File: config.mk
export PLATFORM = sky130hd
export DESIGN_NAME = apb_led_pwm
export DESIGN_NICKNAME = d
export VERILOG_FILES = /design/src/rtl/apb_led_pwm.sv
export SDC_FILE = /design/constraint.sdc
export NUM_CORES = 1
export LEC_CHECK = 0
export ABC_AREA = 1
export CAP_MARGIN = 5
export CORE_MARGIN = 2
export CORE_UTILIZATION = 35
export CTS_CLUSTER_SIZE = 16
export DETAILED_ROUTE_END_ITERATION = 6
export PLACE_DENSITY = 0.67
export REMOVE_ABC_BUFFERS = 1
export SYNTH_ARGS = -nofsm -noshare
export SYNTH_HDL_FRONTEND = slang
export SYNTH_SLANG_ARGS = --single-unit
File: constraint.sdc
create_clock -name PCLK -period 4 [get_ports PCLK]
set_input_delay 0.6 -clock PCLK [delete_from_list [all_inputs] [get_ports PCLK]]
set_output_delay 0.6 -clock PCLK [all_outputs]
set_load 0.005 [all_outputs]
File: src/rtl/apb_led_pwm.sv
// APB-programmable multi-channel LED PWM driver with optional per-channel blink.
// Blink logic (BLINK, BLINK_DIV, prescaler, phase) is built only when APB_LED_PWM_BLINK_EN is defined.
module apb_led_pwm #(
    parameter int NUM_LED  = 8,
    parameter int PWM_BITS = 8
) (
    input  logic                PCLK,
    input  logic                PRESET,
    input  logic                PSEL,
    input  logic [15:0]         PADDR,
    input  logic                PENABLE,
    input  logic                PWRITE,
    input  logic [31:0]         PWDATA,
    output logic [31:0]         PRDATA,
    output logic                PREADY,
    output logic                PSLVERR,
    output logic [NUM_LED-1:0]  LED
);

    localparam logic [9:0] IDX_CTRL  = 10'h000;
    localparam logic [9:0] IDX_ON    = 10'h001;
    localparam logic [9:0] IDX_BLINK = 10'h002;
    localparam logic [9:0] IDX_DIV   = 10'h003;

    logic [9:0]          idx_s;
    logic                access_s;
    logic                wr_s;
    logic                hit_s;
    logic [31:0]         rdata_s;
    logic                unused_s;

    logic                en_q, en_d;
    logic [NUM_LED-1:0]  on_q, on_d;
    logic [PWM_BITS-1:0] duty_q [NUM_LED];
    logic [PWM_BITS-1:0] duty_d [NUM_LED];
    logic [PWM_BITS-1:0] cnt_q, cnt_d;
    logic [NUM_LED-1:0]  led_q, led_d;
`ifdef APB_LED_PWM_BLINK_EN
    logic [NUM_LED-1:0]  blink_q, blink_d;
    logic [23:0]         div_q, div_d;
    logic [23:0]         pre_q, pre_d;
    logic                ph_q, ph_d;
`endif

    assign idx_s    = PADDR[11:2];
    assign access_s = PSEL & PENABLE;
    assign wr_s     = access_s & PWRITE;
    assign PREADY   = 1'b1;
    assign PSLVERR  = access_s & ~hit_s;
    assign PRDATA   = (access_s & ~PWRITE & hit_s) ? rdata_s : 32'h0000_0000;
    assign LED      = led_q;
    assign unused_s = ^{PADDR[15:12], PADDR[1:0], PWDATA};

    // Address decode and read mux
    always_comb begin
        hit_s   = 1'b0;
        rdata_s = 32'h0000_0000;
        case (idx_s)
            IDX_CTRL: begin
                hit_s   = 1'b1;
                rdata_s = {31'h0000_0000, en_q};
            end
            IDX_ON: begin
                hit_s   = 1'b1;
                rdata_s = 32'(on_q);
            end
`ifdef APB_LED_PWM_BLINK_EN
            IDX_BLINK: begin
                hit_s   = 1'b1;
                rdata_s = 32'(blink_q);
            end
            IDX_DIV: begin
                hit_s   = 1'b1;
                rdata_s = {8'h00, div_q};
            end
`endif
            default: begin
                for (int i = 0; i < NUM_LED; i++) begin
                    hit_s   = hit_s | (idx_s == 10'(16 + i));
                    rdata_s = rdata_s | ((idx_s == 10'(16 + i)) ? 32'(duty_q[i]) : 32'h0000_0000);
                end
            end
        endcase
    end

    // Register writes, PWM counter, blink prescaler and LED compare
    always_comb begin
        en_d  = en_q;
        on_d  = on_q;
        duty_d = duty_q;
`ifdef APB_LED_PWM_BLINK_EN
        blink_d = blink_q;
        div_d   = div_q;
`endif
        if (wr_s) begin
            case (idx_s)
                IDX_CTRL: en_d = PWDATA[0];
                IDX_ON:   on_d = PWDATA[NUM_LED-1:0];
`ifdef APB_LED_PWM_BLINK_EN
                IDX_BLINK: blink_d = PWDATA[NUM_LED-1:0];
                IDX_DIV:   div_d   = PWDATA[23:0];
`endif
                default: begin
                    for (int i = 0; i < NUM_LED; i++) begin
                        duty_d[i] = (idx_s == 10'(16 + i)) ? PWDATA[PWM_BITS-1:0] : duty_q[i];
                    end
                end
            endcase
        end else begin
            en_d = en_q;
        end

        cnt_d = en_q ? (cnt_q + PWM_BITS'(1'b1)) : '0;

`ifdef APB_LED_PWM_BLINK_EN
        // Writing BLINK_DIV restarts the blink pattern in its "on" phase
        if (!en_q || (wr_s && (idx_s == IDX_DIV))) begin
            pre_d = 24'h00_0000;
            ph_d  = 1'b1;
        end else if (pre_q == div_q) begin
            pre_d = 24'h00_0000;
            ph_d  = ~ph_q;
        end else begin
            pre_d = pre_q + 24'h00_0001;
            ph_d  = ph_q;
        end
`endif

        for (int i = 0; i < NUM_LED; i++) begin
`ifdef APB_LED_PWM_BLINK_EN
            led_d[i] = en_q & on_q[i] & (cnt_q < duty_q[i]) & (~blink_q[i] | ph_q);
`else
            led_d[i] = en_q & on_q[i] & (cnt_q < duty_q[i]);
`endif
        end
    end

    // State registers with asynchronous active-high reset
    always_ff @(posedge PCLK or posedge PRESET) begin
        if (PRESET) begin
            en_q  <= 1'b0;
            on_q  <= '0;
            cnt_q <= '0;
            led_q <= '0;
            for (int i = 0; i < NUM_LED; i++) begin
                duty_q[i] <= '0;
            end
`ifdef APB_LED_PWM_BLINK_EN
            blink_q <= '0;
            div_q   <= 24'h00_0000;
            pre_q   <= 24'h00_0000;
            ph_q    <= 1'b1;
`endif
        end else begin
            en_q   <= en_d;
            on_q   <= on_d;
            cnt_q  <= cnt_d;
            led_q  <= led_d;
            duty_q <= duty_d;
`ifdef APB_LED_PWM_BLINK_EN
            blink_q <= blink_d;
            div_q   <= div_d;
            pre_q   <= pre_d;
            ph_q    <= ph_d;
`endif
        end
    end

endmodule
; ---- After elaboration in Yosys (flattened, before gate mapping)
; Index checks and enable logic that the tools add are counted.
[classes]
addsub = 1
n_lt_le_gt_ge = 8
eq_ne = 9
mux = 12
n_bitwise = 38
reduce_logical = 12
[ops]
columns = cell, count
row1 = $eq A10 B5 Y1 const B, 8
row2 = $mux W8, 9
row3 = $lt A8 B8 Y1, 8
row4 = $or A8 B8 Y8, 7
row5 = $mux W32, 1
row6 = $reduce_and A3 Y1, 8
row7 = $and A1 B1 Y1, 21
row8 = $pmux W8 S2, 1
row9 = $eq A10 B1 Y1 const B, 1
row10 = $logic_not A10 Y1, 1
row11 = $add A8 B1 Y8 const B, 1
row12 = $or A1 B1 Y1, 7
row13 = $reduce_and A2 Y1, 2
row14 = $not A1 Y1, 3
row15 = $reduce_or A2 Y1, 1
row16 = $mux W1, 1
[totals]
ff_bits = 89
in_bits = 53
out_inout_bits = 42
wordCells = 92

; ---- Longest topological paths before layout
; Gate-level depths: netlist of the first run.
[depth]
ltp_word = 11
ltp_mapped = 11
mapped_depth_nobuf = 11

; ---- Least setup slack after synthesis of the first run
; OpenSTA, ideal clock, no wires.
[synth_timing]
path_kind = input to output
start = input port PADDR[7]
end = output port PRDATA[7]
t_arrival_ps = 1632
required_ps = 3400
setup_slack_ps = 1768
path_stages = 10
path_buffers = 1
cell_sequence = inv_2 -> nand2_1 -> nor2_2 -> buf_2 -> nand4_1 -> nand2_1 -> nor2_1 -> nand2_1 -> nor2_1 -> nor2_1
[synth_via]
elab_chain_cells = 11
elab_cells_between_ends = 37
cone_classes = eq/ne: 9 / mux: 11 / bitwise: 15 / reduce/logical: 2
[synth_lines]
columns = element, line
row1 = from (decl), 10  ; input logic [15:0] PADDR,
row2 = $eq A10 B5 Y1, "79, 80"
row3 = $mux W8 / $or A1 B1 Y1 (equally long branches), "80, 79"
row4 = $or A8 B8 Y8 / $or A1 B1 Y1 (equally long branches) (6 in a row), "80, 79"
row5 = $or A8 B8 Y8 / $mux W1 (equally long branches), "80, 58"
row6 = $pmux W8 S2 / $and A1 B1 Y1 (equally long branches), "58, 50"
row7 = $mux W32 (*), 50  ; assign PRDATA = (access_s & ~PWRITE & hit_s) ? rdata_s : 32'h0000_0000;
row8 = to (decl), 14  ; output logic [31:0] PRDATA,
; Mark *: on every way between the ends. The rest lies on a longest branch, timed or not.

; ---- Worst setup path after layout of the first run
[layout_timing]
start = input port PADDR[7]
end = output port PRDATA[2]
; Same word-level chain as after synthesis.

==> metrics.txt, run 1 <==
Clock Pin Slew Worst Setup and Hold Paths=0.06 ns; detail-routed net length per standard cell=15.06 um; starting DRC count in detailed routing=424; required time worst endpoint=3.40 ns; Die Footprint=0.01849 sq mm; Fin Clk Skew=~0.0078 ns; min cycle time layout=between 3 and 4 ns; nets=931; number of endpoints failing setup at the final stage=0; dpl ws=~0.34 ns; total clock buffers created by CTS=9; net switching share of the total power=34.97%; Synth Cell Area=0.006096 sq mm; Worst Hold Path Cells=2; CTS root buf=sky130_fd_sc_hd__clkbuf_16; r2r startpoint=cnt_q[5]$_DFF_PP0_; count of inserted antenna diode cells=0; number of gates resized after CTS=0; area of the placeable core=0.01718 sq mm; Post-Syn Area per Cell=7.795 sq um; via density per instance=about 4.8; clock network latency to the later pin of the worst-skew pair=0.36 ns; result of the run=finished, final reports clean; Routed WL=between 15,000 and 20,000 um; post-synthesis register bit count=89; number of global-route vias before repair=between 4k and 5k; DRC violation count after routing=0; part of the power in registers=approximately two fifths; filler cell count in the final layout=~1.8k; CP Max Fanout=11; final max-slew violation count=0; source of the worst hold timing path=duty_q[11]$_DFFE_PP0P_; kind of capture point of the worst setup path=primary output; clock sink count=about 90; setup TNS after final layout=0 ns; count of final hold-check violations=0; power dissipated by switching net loads=0.9621 mW; final design instance area without fill=0.006900 sq mm; hold-fix buffer count after cts=0; type of the worst setup path=primary input to primary output; maximum count of clock buffers along a single path=2; post-route fraction of the period consumed by the critical path=92.63%; Post-Route Hold Slack=0.4883 ns; final non-filler cell total=1,050; critical path data arrival time=between 3 and 4 ns; count of antenna-violating nets left after detailed routing=0; slack of the worst reg-to-reg path=around 2.3 ns; number of I/O pins=95; most frequent cells in the layout=167 x sky130_fd_sc_hd__nand2_1, 112 x sky130_fd_sc_hd__inv_1, 89 x sky130_fd_sc_hd__dfrtp_1, 64 x sky130_fd_sc_hd__o21ai_0, 62 x sky130_fd_sc_hd__nor2_1; DIE WIDTH=around 140 um; CTS H-Tree Depth=3; Placed Instance Area=0.006621 sq mm; site row count=48; worst hold path endpoint=duty_q[11]$_DFFE_PP0P_; clock tree from TritonCTS=yes; beginning of the critical path=PADDR[7]; largest net degree at the start of global routing=52; Worst Tran Pin Value=0.8444 ns; Pwr Total=~2.8 mW; Leakage=3.109 nW; ratio of cells with drive above 1 in the final layout=7.515%; Finished Core Util=40.17%; yosys warns=0; count of buffers added by post-CTS timing repair for setup=0; number of antenna violations at the first check in global routing=0; maximum frequency from static timing analysis=around 0.27 GHz; global-route wire length before repair=25,160 um; clock network fraction of design power=a little under a third; pwr dens=398.7 mW/mm^2; post-synth cell types=30; post-synthesis instance total=between 700 and 800; worst supply voltage drop on vdd=between 0.0002 and 0.00025 V; relative area change from synthesis to final layout=13.20%; number of search-and-repair iterations in the first detailed-routing pass=5; CP Launch Type=primary input; fraction of power consumed by combinational cells=30.2%; GRT Resource Usage Total=between 10% and 20%; overall die height=136.0 um; quantity of I/O buffers inserted on ports=39; number of max-cap violations=0; unrepaired setup endpoints after global routing=false; Critical R2R Capture=LED[3]$_DFF_PP0_; total global routing overflow=0; combined area of the multi-input logic cells=0.003206 sq mm; worst r2r path cells=4; internal power=1.789 mW; DP Wirelength=between 10,000 and 15,000 um; count of placed standard cells including taps=~1.0k; Starting Density=35.49%; max_slew headroom=43.71%; min-delay worst type=register to register; worst-case setup margin in the final layout=between 0.2 and 0.3 ns; Via Count=between 5k and 6k; Seq/Total Area, Yosys=36.54%; commonest non-fill, non-tap cell in the layout=sky130_fd_sc_hd__nand2_1; area taken by flip-flops and latches=approximately 0.0022 sq mm; RePlAce Congestion=slightly below 0.9
==> critical path, stage by stage <==
cell and delay (ns):
sky130_fd_sc_hd__clkdlybuf4s50_1 0.44, sky130_fd_sc_hd__inv_2 0.09, sky130_fd_sc_hd__nand2_1 0.06, sky130_fd_sc_hd__nor2_2 0.40, sky130_fd_sc_hd__nand2_1 0.26, sky130_fd_sc_hd__nand2_1 0.13
sky130_fd_sc_hd__nor2_1 0.06, sky130_fd_sc_hd__nand3_2 0.17, sky130_fd_sc_hd__nand2_2 0.13, sky130_fd_sc_hd__nor2_1 0.24, sky130_fd_sc_hd__clkdlybuf4s50_1 0.54
==> logic make-up (layout without fill, tap and decap cells) <==
| family | count (synthesis) | count (layout) | share of synthesized area (%) |
|---|---|---|---|
| and+or+nand+nor | 340 | 340 | 27.28 |
| buffers and inverters | 159 | 179 | 12.29 |
| AOI/OAI and AO/OA | 135 | 135 | 12.07 |
| DFF | 89 | 89 | 36.54 |
| adders and majority gates | 57 | 57 | 11.70 |
| other | 2 | 25 | 0.1232 |
==> per-layer routing <==
metal  GRT usage [%]  vias to the layer above  share of wire, %
met5               0                        -                 0
li1                -                     2566                 -
met4           6.944                        0               2.7
met2           28.11                      138                46
met3           4.064                       29               5.0
met1           24.16                     2326                47
==> worst max-delay path by stage <==
stage | to | slack (ns) | cells after the start
final | PRDATA[2] | 0.29 | 11
after global routing | PRDATA[2] | 0.13 | 11
after detailed placement | PRDATA[2] | 0.34 | 11
after floorplan | LED[0]$_DFF_PP0_ | 1.09 | 1
after global placement | PRDATA[2] | 0.34 | 11
after CTS | PRDATA[2] | 0.33 | 11
==> final cells by class <==
type,instances,area share (%)
multi-input cells,557,46.46
flip-flops and latches,89,32.28
repair buffers,48,6.818
inverters,116,6.328
well taps,225,4.080
clock buffers,12,3.427
clock inverters,3,0.6165
==> registers in the layout, summed over array words and instances (netlist names) <==
register,count
LED,8
cnt_q,8
duty_q,64
en_q,1
on_q,8
==> synthesized netlist by cell type (all sizes together) <==
library cell	count	area, sq um
nand2	173	669.4
nor2	75	395.4
conb	2	7.510
a21oi	37	185.2
dfrtp	89	2227
nand3	68	442.9
clkbuf	3	11.26
buf	40	302.8
ha	57	713.2
o21a	8	60.06
o211ai	4	30.03
nor3	4	20.02
nor3b	8	60.06
o21ai	86	460.5
or2	1	6.260
inv	116	435.4
nand4	11	68.82
==> power groups by stage <==
stage	sequential (mW)	clock, mW	combinational [mW]
4_1_cts	1.08	0.857	0.832
3_5_place_dp	1.09	0	0.825
5_1_grt	1.09	0.893	0.959
6_report	1.08	0.841	0.832
3_3_place_gp	1.09	0	0.781
2_1_floorplan	1.03	0	0.616
Power figures use the tool's default switching activity.
==> run 2, diff against run 1 <==
--- a/config.mk
+++ b/config.mk
@@ -7,11 +7,13 @@
 export LEC_CHECK = 0
 export ABC_AREA = 1
 export CAP_MARGIN = 5
+export CELL_PAD_IN_SITES_DETAIL_PLACEMENT = 0
+export CELL_PAD_IN_SITES_GLOBAL_PLACEMENT = 2
 export CORE_MARGIN = 2
-export CORE_UTILIZATION = 35
+export CORE_UTILIZATION = 34
 export CTS_CLUSTER_SIZE = 16
 export DETAILED_ROUTE_END_ITERATION = 6
-export PLACE_DENSITY = 0.67
+export PLACE_DENSITY = 0.95
 export REMOVE_ABC_BUFFERS = 1
 export SYNTH_ARGS = -nofsm -noshare
 export SYNTH_HDL_FRONTEND = slang
==> metrics.txt, run 2 (synthesis gave the netlist of run 1 again) <==
Via Count=4,956; worst hold path endpoint=duty_q[33]$_DFFE_PP0P_; count of placed standard cells including taps=1,038; final design instance area without fill=0.006953 sq mm; ratio of cells with drive above 1 in the final layout=8.323%; number of max-cap violations=0; number of global-route vias before repair=4,712; nets=around 930; total clock buffers created by CTS=9; number of I/O pins=95; Leakage=between 3 and 4 nW; RePlAce Congestion=0.8618; count of final hold-check violations=0; hold-fix buffer count after cts=0; DIE WIDTH=137.9 um; Placed Instance Area=0.006633 sq mm; maximum frequency from static timing analysis=0.2633 GHz; clock network latency to the later pin of the worst-skew pair=0.36 ns; largest net degree at the start of global routing=36; min cycle time layout=roughly 3.8 ns; max_slew headroom=40.31%; count of inserted antenna diode cells=0; pwr dens=406.1 mW/mm^2; unrepaired setup endpoints after global routing=false; most frequent cells in the layout=167 x sky130_fd_sc_hd__nand2_1, 112 x sky130_fd_sc_hd__inv_1, 89 x sky130_fd_sc_hd__dfrtp_1, 64 x sky130_fd_sc_hd__o21ai_0, 62 x sky130_fd_sc_hd__nor2_1; final non-filler cell total=1,054; clock tree from TritonCTS=yes; type of the worst setup path=primary input to primary output; slowest stage cell, crit path=sky130_fd_sc_hd__clkdlybuf4s50_1; peak per-stage delay on the critical path=roughly 0.54 ns; detail-routed net length per standard cell=15.60 um; total global routing overflow=0; setup TNS after final layout=0 ns; GRT Resource Usage Total=18.42%; CTS H-Tree Depth=3; kind of capture point of the worst setup path=primary output; global-route wire length before repair=approximately 26,000 um; number of search-and-repair iterations in the first detailed-routing pass=5; starting DRC count in detailed routing=274; worst supply voltage drop on vdd=between 0.0004 and 0.0005 V; maximum count of clock buffers along a single path=2; critical path data arrival time=3.20 ns; worst r2r path cells=4; flip-flop count of the largest register, all copies and words added=64; Die Footprint=0.01902 sq mm; number of endpoints failing setup at the final stage=0; site row count=48; cells along the critical path=clkdlybuf4s50_1 > inv_2 > nand2_1 > nor2_2 > nand3_1 > nand2_1 > nor2_1 > nand3_2 > nand2_2 > nor2_1 > clkdlybuf4s50_1; quantity of I/O buffers inserted on ports=39; Clock Pin Slew Worst Setup and Hold Paths=0.06 ns; CP Max Fanout=11; r2r startpoint=cnt_q[5]$_DFF_PP0_; via density per instance=4.702; number of gates resized after CTS=0; Routed WL=16,440 um; Critical R2R Capture=LED[1]$_DFF_PP0_; Worst Tran Pin Value=0.8954 ns; Worst Hold Path Cells=2; CP Launch Type=primary input; slack of the worst reg-to-reg path=2.25 ns; required time worst endpoint=3.40 ns; count of buffers added by post-CTS timing repair for setup=0; final max-slew violation count=0; CTS root buf=sky130_fd_sc_hd__clkbuf_16; overall die height=137.9 um; DRC violation count after routing=0; register bank with the most flops=duty_q; DP Wirelength=12,650 um; Fin Clk Skew=0.009125 ns; commonest non-fill, non-tap cell in the layout=sky130_fd_sc_hd__nand2_1; Finished Core Util=39.92%; post-route fraction of the period consumed by the critical path=roughly 95%; clock sink count=just under 90; area of the placeable core=around 0.017 sq mm; relative area change from synthesis to final layout=14.06%; count of antenna-violating nets left after detailed routing=0; Starting Density=35.00%; result of the run=finished, final reports clean; source of the worst hold timing path=duty_q[33]$_DFFE_PP0P_; number of antenna violations at the first check in global routing=0; Post-Route Hold Slack=0.4870 ns; min-delay worst type=register to register
run 2: cell types whose count changed in the layout (fill, tap and decap cells not counted), sizes merged:
cell,previous run,this run
buf,9,12
clkbuf,12,9
bufinv,1,2
inv,115,116
clkinv,2,1
clkinvlp,1,4
run 2: worst max path at each step:
| stage | start | to | slack, ns | cells after the start |
|---|---|---|---|---|
| floorplan | PRESET | LED[0]$_DFF_PP0_ | 1.09 | 1 |
| global placement | PADDR[7] | PRDATA[2] | 0.24 | 11 |
| detailed placement | PADDR[7] | PRDATA[2] | 0.24 | 11 |
| CTS | PADDR[7] | PRDATA[2] | 0.20 | 11 |
| global route | PADDR[7] | PRDATA[2] | 0.06 | 11 |
| finish | PADDR[7] | PRDATA[2] | 0.20 | 11 |
run 2: final cells by class:
class	instances	area (sq um)
clock inverters	7	95.09
well taps	225	281.5
repair buffers	51	480.5
flip-flops and latches	89	2227
clock buffers	9	225.2
inverters	116	437.9
multi-input cells	557	3206
fillers	1823	10460
run 2: routing by layer:
metal	global-route usage (%)	vias up	routed length [um]
li1	-	2575	-
met1	25.34	2297	8041
met2	29.81	71	7621
met3	3.618	13	583
met5	0	-	0
met4	4.535	0	197
run 2: where the power goes:
part / switching (mW) / internal (mW)
logic: 0.446 / 0.367
clock network: 0.380 / 0.546
registers: 0.150 / 0.935
run 2: worst max-delay path, delay by kind of cell:
family	cells	cell delay [ns]
AND/OR/NAND/NOR	8	1.48
buffers and inverters	3	1.11
run 2: through the flow:
stage | setup slack (ns) | power, mW
global route | 0.05956 | 3.046
floorplan | 1.093 | 1.645
CTS | 0.2011 | 2.864
finish | 0.2022 | 2.824
global placement | 0.2426 | 1.901
detailed placement | 0.2357 | 1.928
